[config.mk]
export PLATFORM = sky130hd
export DESIGN_NAME = rtc_lectura_fecha_hora
export DESIGN_NICKNAME = d
export VERILOG_FILES = /design/src/rtl/rtc_lectura_fecha_hora_pkg.sv /design/src/rtl/rtc_lectura_fecha_hora_bcd_rango_chk.sv /design/src/rtl/rtc_lectura_fecha_hora.sv
export SDC_FILE = /design/constraint.sdc
export NUM_CORES = 1
export LEC_CHECK = 0
export BUFFER_PORTS_ARGS = -buffer_cell sky130_fd_sc_hd__buf_2
export CAP_MARGIN = 20
export CORE_MARGIN = 2
export CORE_UTILIZATION = 40
export DETAILED_ROUTE_END_ITERATION = 10
export SKIP_CTS_REPAIR_TIMING = 1
export SLEW_MARGIN = 20
export SYNTH_ARGS = -nofsm -noshare
export SYNTH_HDL_FRONTEND = slang
export SYNTH_SLANG_ARGS = --single-unit
[constraint.sdc]
create_clock -name clk -period 3.2 [get_ports clk]
set_input_delay 0.32 -clock clk [delete_from_list [all_inputs] [get_ports clk]]
set_output_delay 0.32 -clock clk [all_outputs]
set_load 0.005 [all_outputs]
[src/rtl/rtc_lectura_fecha_hora_pkg.sv]
// Shared RTC register map, FSM states and per-field BCD limits for the
// time/date read sequencer (addresses are also used by the write path).
package rtc_pkg;

   localparam int unsigned NUM_CAMPOS = 7;

   localparam logic [7:0] ADDR_SEG  = 8'h21;
   localparam logic [7:0] ADDR_MIN  = 8'h22;
   localparam logic [7:0] ADDR_HORA = 8'h23;
   localparam logic [7:0] ADDR_DIA  = 8'h24;
   localparam logic [7:0] ADDR_MES  = 8'h25;
   localparam logic [7:0] ADDR_ANIO = 8'h26;
   localparam logic [7:0] ADDR_DSEM = 8'h27;

   typedef enum logic [2:0] {
      ST_IDLE,
      ST_REQ,
      ST_GAP,
      ST_CHECK,
      ST_COMMIT,
      ST_FAIL
   } estado_t;

   function automatic logic [7:0] campo_addr(input logic [2:0] idx);
      logic [7:0] a;
      case (idx)
         3'd0:    a = ADDR_SEG;
         3'd1:    a = ADDR_MIN;
         3'd2:    a = ADDR_HORA;
         3'd3:    a = ADDR_DIA;
         3'd4:    a = ADDR_MES;
         3'd5:    a = ADDR_ANIO;
         3'd6:    a = ADDR_DSEM;
         default: a = 8'h00;
      endcase
      return a;
   endfunction

   // Limits are BCD-coded; for valid BCD, binary ordering matches decimal.
   function automatic logic [7:0] campo_min(input int unsigned i);
      logic [7:0] m;
      case (i)
         3, 4, 6: m = 8'h01;
         default: m = 8'h00;
      endcase
      return m;
   endfunction

   function automatic logic [7:0] campo_max(input int unsigned i);
      logic [7:0] m;
      case (i)
         0, 1:    m = 8'h59;
         2:       m = 8'h23;
         3:       m = 8'h31;
         4:       m = 8'h12;
         5:       m = 8'h99;
         6:       m = 8'h07;
         default: m = 8'h00;
      endcase
      return m;
   endfunction

endpackage

[src/rtl/rtc_lectura_fecha_hora_bcd_rango_chk.sv]
// Combinational BCD validator: both nibbles must be decimal digits and the
// byte must lie within [min_val, max_val].
module bcd_rango_chk (
   input  logic [7:0] dato,
   input  logic [7:0] min_val,
   input  logic [7:0] max_val,
   output logic       valid
);

   always_comb begin
      valid = (dato[7:4] <= 4'd9) && (dato[3:0] <= 4'd9) &&
              (dato >= min_val) && (dato <= max_val);
   end

endmodule

[src/rtl/rtc_lectura_fecha_hora.sv]
// Read sequencer: fetches the seven RTC time/date registers, validates them
// and commits a consistent snapshot only when every field is valid.
module rtc_lectura_fecha_hora
   import rtc_pkg::*;
#(
   parameter int unsigned TIMEOUT_CYC = 255
) (
   input  logic       clk,
   input  logic       reset,
   input  logic       start,
   output logic       busy,
   output logic       done,
   output logic       err_rango,
   output logic       err_timeout,
   output logic       rd_req,
   output logic [7:0] rd_addr,
   input  logic       rd_ack,
   input  logic [7:0] rd_data,
   output logic [7:0] seg,
   output logic [7:0] min,
   output logic [7:0] hora,
   output logic [7:0] dia,
   output logic [7:0] mes,
   output logic [7:0] anio,
   output logic [2:0] dia_semana
);

   localparam int unsigned TO_W = $clog2(TIMEOUT_CYC + 1);

   estado_t              estado_q, estado_d;
   logic                 start_q;
   logic [2:0]           idx_q, idx_d;
   logic [TO_W-1:0]      to_cnt_q, to_cnt_d;
   logic [7:0]           shadow_q [NUM_CAMPOS];
   logic [7:0]           shadow_d [NUM_CAMPOS];
   logic                 busy_q, busy_d;
   logic                 done_q, done_d;
   logic                 err_rango_q, err_rango_d;
   logic                 err_timeout_q, err_timeout_d;
   logic                 rd_req_q, rd_req_d;
   logic [7:0]           rd_addr_q, rd_addr_d;
   logic [7:0]           seg_q, seg_d, min_q, min_d, hora_q, hora_d;
   logic [7:0]           dia_q, dia_d, mes_q, mes_d, anio_q, anio_d;
   logic [2:0]           dsem_q, dsem_d;
   logic [NUM_CAMPOS-1:0] campo_ok;
   logic                 start_edge;

   for (genvar g = 0; g < NUM_CAMPOS; g++) begin : g_chk
      bcd_rango_chk u_chk (
         .dato    (shadow_q[g]),
         .min_val (campo_min(g)),
         .max_val (campo_max(g)),
         .valid   (campo_ok[g])
      );
   end

   assign start_edge = start && !start_q;

   // Outputs, done and busy are registered, so COMMIT/FAIL effects are
   // applied on the transition out of CHECK/REQ; those states only hold done.
   always_comb begin
      estado_d      = estado_q;
      idx_d         = idx_q;
      to_cnt_d      = to_cnt_q;
      shadow_d      = shadow_q;
      busy_d        = busy_q;
      done_d        = 1'b0;
      err_rango_d   = err_rango_q;
      err_timeout_d = err_timeout_q;
      rd_req_d      = rd_req_q;
      rd_addr_d     = rd_addr_q;
      seg_d         = seg_q;
      min_d         = min_q;
      hora_d        = hora_q;
      dia_d         = dia_q;
      mes_d         = mes_q;
      anio_d        = anio_q;
      dsem_d        = dsem_q;
      case (estado_q)
         ST_IDLE: begin
            if (start_edge) begin
               err_rango_d   = 1'b0;
               err_timeout_d = 1'b0;
               idx_d         = '0;
               to_cnt_d      = '0;
               busy_d        = 1'b1;
               rd_req_d      = 1'b1;
               rd_addr_d     = campo_addr(3'd0);
               estado_d      = ST_REQ;
            end
         end
         ST_REQ: begin
            if (rd_ack) begin
               shadow_d[idx_q] = rd_data;
               rd_req_d        = 1'b0;
               estado_d        = ST_GAP;
            end else if (to_cnt_q == TO_W'(TIMEOUT_CYC)) begin
               rd_req_d      = 1'b0;
               err_timeout_d = 1'b1;
               busy_d        = 1'b0;
               done_d        = 1'b1;
               estado_d      = ST_FAIL;
            end else begin
               to_cnt_d = to_cnt_q + 1'b1;
            end
         end
         ST_GAP: begin
            if (idx_q == 3'(NUM_CAMPOS - 1)) begin
               estado_d = ST_CHECK;
            end else begin
               idx_d     = idx_q + 3'd1;
               to_cnt_d  = '0;
               rd_req_d  = 1'b1;
               rd_addr_d = campo_addr(idx_q + 3'd1);
               estado_d  = ST_REQ;
            end
         end
         ST_CHECK: begin
            busy_d = 1'b0;
            done_d = 1'b1;
            if (&campo_ok) begin
               seg_d    = shadow_q[0];
               min_d    = shadow_q[1];
               hora_d   = shadow_q[2];
               dia_d    = shadow_q[3];
               mes_d    = shadow_q[4];
               anio_d   = shadow_q[5];
               dsem_d   = shadow_q[6][2:0] - 3'd1;
               estado_d = ST_COMMIT;
            end else begin
               err_rango_d = 1'b1;
               estado_d    = ST_FAIL;
            end
         end
         ST_COMMIT, ST_FAIL: estado_d = ST_IDLE;
         default:            estado_d = ST_IDLE;
      endcase
   end

   always_ff @(posedge clk) begin
      if (reset) begin
         estado_q      <= ST_IDLE;
         start_q       <= 1'b0;
         idx_q         <= '0;
         to_cnt_q      <= '0;
         for (int unsigned i = 0; i < NUM_CAMPOS; i++) shadow_q[i] <= '0;
         busy_q        <= 1'b0;
         done_q        <= 1'b0;
         err_rango_q   <= 1'b0;
         err_timeout_q <= 1'b0;
         rd_req_q      <= 1'b0;
         rd_addr_q     <= 8'h00;
         seg_q         <= 8'h00;
         min_q         <= 8'h00;
         hora_q        <= 8'h00;
         dia_q         <= 8'h01;
         mes_q         <= 8'h01;
         anio_q        <= 8'h00;
         dsem_q        <= 3'd0;
      end else begin
         estado_q      <= estado_d;
         start_q       <= start;
         idx_q         <= idx_d;
         to_cnt_q      <= to_cnt_d;
         shadow_q      <= shadow_d;
         busy_q        <= busy_d;
         done_q        <= done_d;
         err_rango_q   <= err_rango_d;
         err_timeout_q <= err_timeout_d;
         rd_req_q      <= rd_req_d;
         rd_addr_q     <= rd_addr_d;
         seg_q         <= seg_d;
         min_q         <= min_d;
         hora_q        <= hora_d;
         dia_q         <= dia_d;
         mes_q         <= mes_d;
         anio_q        <= anio_d;
         dsem_q        <= dsem_d;
      end
   end

   assign busy        = busy_q;
   assign done        = done_q;
   assign err_rango   = err_rango_q;
   assign err_timeout = err_timeout_q;
   assign rd_req      = rd_req_q;
   assign rd_addr     = rd_addr_q;
   assign seg         = seg_q;
   assign min         = min_q;
   assign hora        = hora_q;
   assign dia         = dia_q;
   assign mes         = mes_q;
   assign anio        = anio_q;
   assign dia_semana  = dsem_q;

endmodule

==> reports/metrics.csv <==
metric,value,unit
yosys_register_bits,131,
ant_nets,0,
r2r_setup_slack,0.73,ns
min_path_type,input port to flop,
fin_crit_sh,0.773,
htree_num_levels,4,
worstPathMaxFanout,14,
insertion_delay,0.42,ns
synth_ff_type,dfxtp_1,
global_route.usage.met1,0.206,
status,completed,
ys_types,47,
first_pass_iters,4,
drt-initial-drc-count,178,
drive_gt1_frac,0.183,
ir_drop,366,uV
tightestPinTransition,0.967,ns
relSlewSlack,0.355,
met3_usage,0.0431,
synth_area,5590,um2
swShare,0.211,
synthArstFlopShare,0,
p_sw,843,uW
cts_tree,done,
p_int,3160,uW
place.gp.congestion,0.835,
synthTopCellsByCount,"131 x dfxtp_1, 97 x mux2i_1, 83 x nor2_1",
synthTopCellsByArea,"dfxtp_1 47%, mux2i_1 17%, nand2b_1 8.4%",
timing.final.max_slew_violations,0,
grt_max_degree,75,
clkPwrFrac,0.540,
fin_tns_setup,0,ns
wl_per_cell,14.2,um
synth_top_area_frac,0.469,
hold_start,start,
grt-busiest-layer,met2,
total_power,4000,uW
first_global_vias,3860,
hold_viol,0,
fmax,0.404,GHz
power_density,592,nW/um2
p_seq_frac,0.418,
num-nets-final,658,
drc,0,
antenna_cells,0,
period_needed,2.47,ns
portBuffers,71,
final_util,0.491,
hold_ws,0.130,ns
power_leakage,0.00310,uW
yosys_warnings,0,
clock_skew,0.00537,ns
hold_depth,2,
finalWirelength,11800,um
viasPerCell,4.94,
min_to,start_q,
vias,4099,
grt_pass1_wl,18800,um
hpwlAfterDp,8020,um
grt_overflow,0,
antenna_found_initial,0,
die_y,122,um
cts.sinks,131,
die_area,14900,um2
fp.dieW,122,um
initial_core_util,0.406,
combPwrFrac,0.042,
cp_data_required_time,3.54,ns
met2_usage,0.254,
core,13800,um2
worstReg2RegStart,idx_q[0],
r2r-end,to_cnt_q[5],
drv_cap,0,
critPathCaptureType,flop,
reg2reg_depth,7,
grt_usage,0.162,
synth.most_common_cell,dfxtp_1,
synth.avg_cell_area,9.77,um2
fill_cells,1317,
yosys.area.top_type,dfxtp_1,
io_pins,76,
synth_edf_count,0,
ff_latch_area,2620,um2
clk_pin_slew,0.06,ns
crit_type,flop to flop,
setup_viol,0,
clockBufferDepth,2,
cp_data_arrival_time,2.81,ns
syn_to_final_growth,21.0,%
row_count,43,
rsz0062_at_grt,no,
multiInputGateArea,2800,um2
cts_root_buf,clkbuf_16,
critPathLaunchType,flop,
cts_buffers,17,
syn_inst,572,
yosysSeqAreaShare,0.469,
cells by family (layout without fill, tap and decap cells):
family / Yosys count / in the layout / synth area share
AOI/OAI and AO/OA: 48 / 48 / 0.0531
other: 1 / 4 / 0.000671
buffers and inverters: 42 / 116 / 0.0327
adders and majority gates: 10 / 10 / 0.0224
and+or+nand+nor: 236 / 236 / 0.236
muxes: 101 / 101 / 0.182
DFF: 131 / 131 / 0.469
xor gates and xnor gates: 3 / 3 / 0.00470
how the worst max path moves through the flow:
stage | from | to | slack (ns) | depth (start not counted)
finish | idx_q[0] | to_cnt_q[5] | 0.73 | 7
global route | idx_q[0] | to_cnt_q[5] | 0.54 | 7
CTS | idx_q[0] | to_cnt_q[5] | 0.75 | 7
detailed placement | idx_q[0] | to_cnt_q[5] | 0.75 | 7
global placement | idx_q[0] | to_cnt_q[5] | 0.90 | 7
floorplan | shadow_q[0] | dia_semana[1] | 1.22 | 8
registers in the layout, summed over array words and instances, names as in the netlist:
register     count
anio             8
busy             1
dia              8
dia_semana       3
done             1
err_rango        1
err_timeout      1
estado_q         3
hora             8
idx_q            3
mes              8
min              8
rd_addr          4
rd_req           1
seg              8
shadow_q        56
start_q          1
to_cnt_q         8
per-layer routing:
| metal | wire, um | up-vias |
|---|---|---|
| met2 | 5440 | 74 |
| met4 | 261 | 0 |
| met5 | 0 | - |
| met3 | 489 | 20 |
| met1 | 5560 | 1918 |
| li1 | - | 2087 |
cell usage in the layout, fill, tap and decap left out, drive strengths merged, types with 10 or more instances in the layout:
cell,instances
o21ai,14
nor3,11
clkbuf,20
nor2,84
nand2b,75
mux2i,97
dfxtp,131
buf,76
ha,10
a21oi,16
through the flow:
step	std cells	setup slack, ns	area, um2
after global routing	829	0.544	6760
after floorplan	575	1.22	5600
after global placement	797	0.902	6090
after detailed placement	797	0.748	6090
final	829	0.725	6760
after CTS	829	0.747	6760
power groups by stage:
stage | Combinational, uW | Clock (uW) | Sequential [uW]
final | 168 | 2160 | 1670
after global routing | 187 | 2270 | 1670
after CTS | 170 | 2210 | 1670
after detailed placement | 169 | 0 | 1710
after global placement | 167 | 0 | 1710
after floorplan | 126 | 0 | 1700
cell type report:
type,count,share of cell area
timing repair buffer,76,0.0622
inverter,8,0.00444
clock buffer,20,0.0690
clock inverter,12,0.0298
sequential,131,0.388
multi-input combinational,402,0.413
tap,180,0.0333
worst max-delay path, cell delays in order (launching register included):
cell	delay, ns
dfxtp_1	0.42
inv_1	0.17
ha_1	0.27
and3_1	0.20
nor2_1	0.09
o221ai_1	0.44
or4_1	0.62
a21oi_1	0.18
Power figures use the tool's default switching activity.
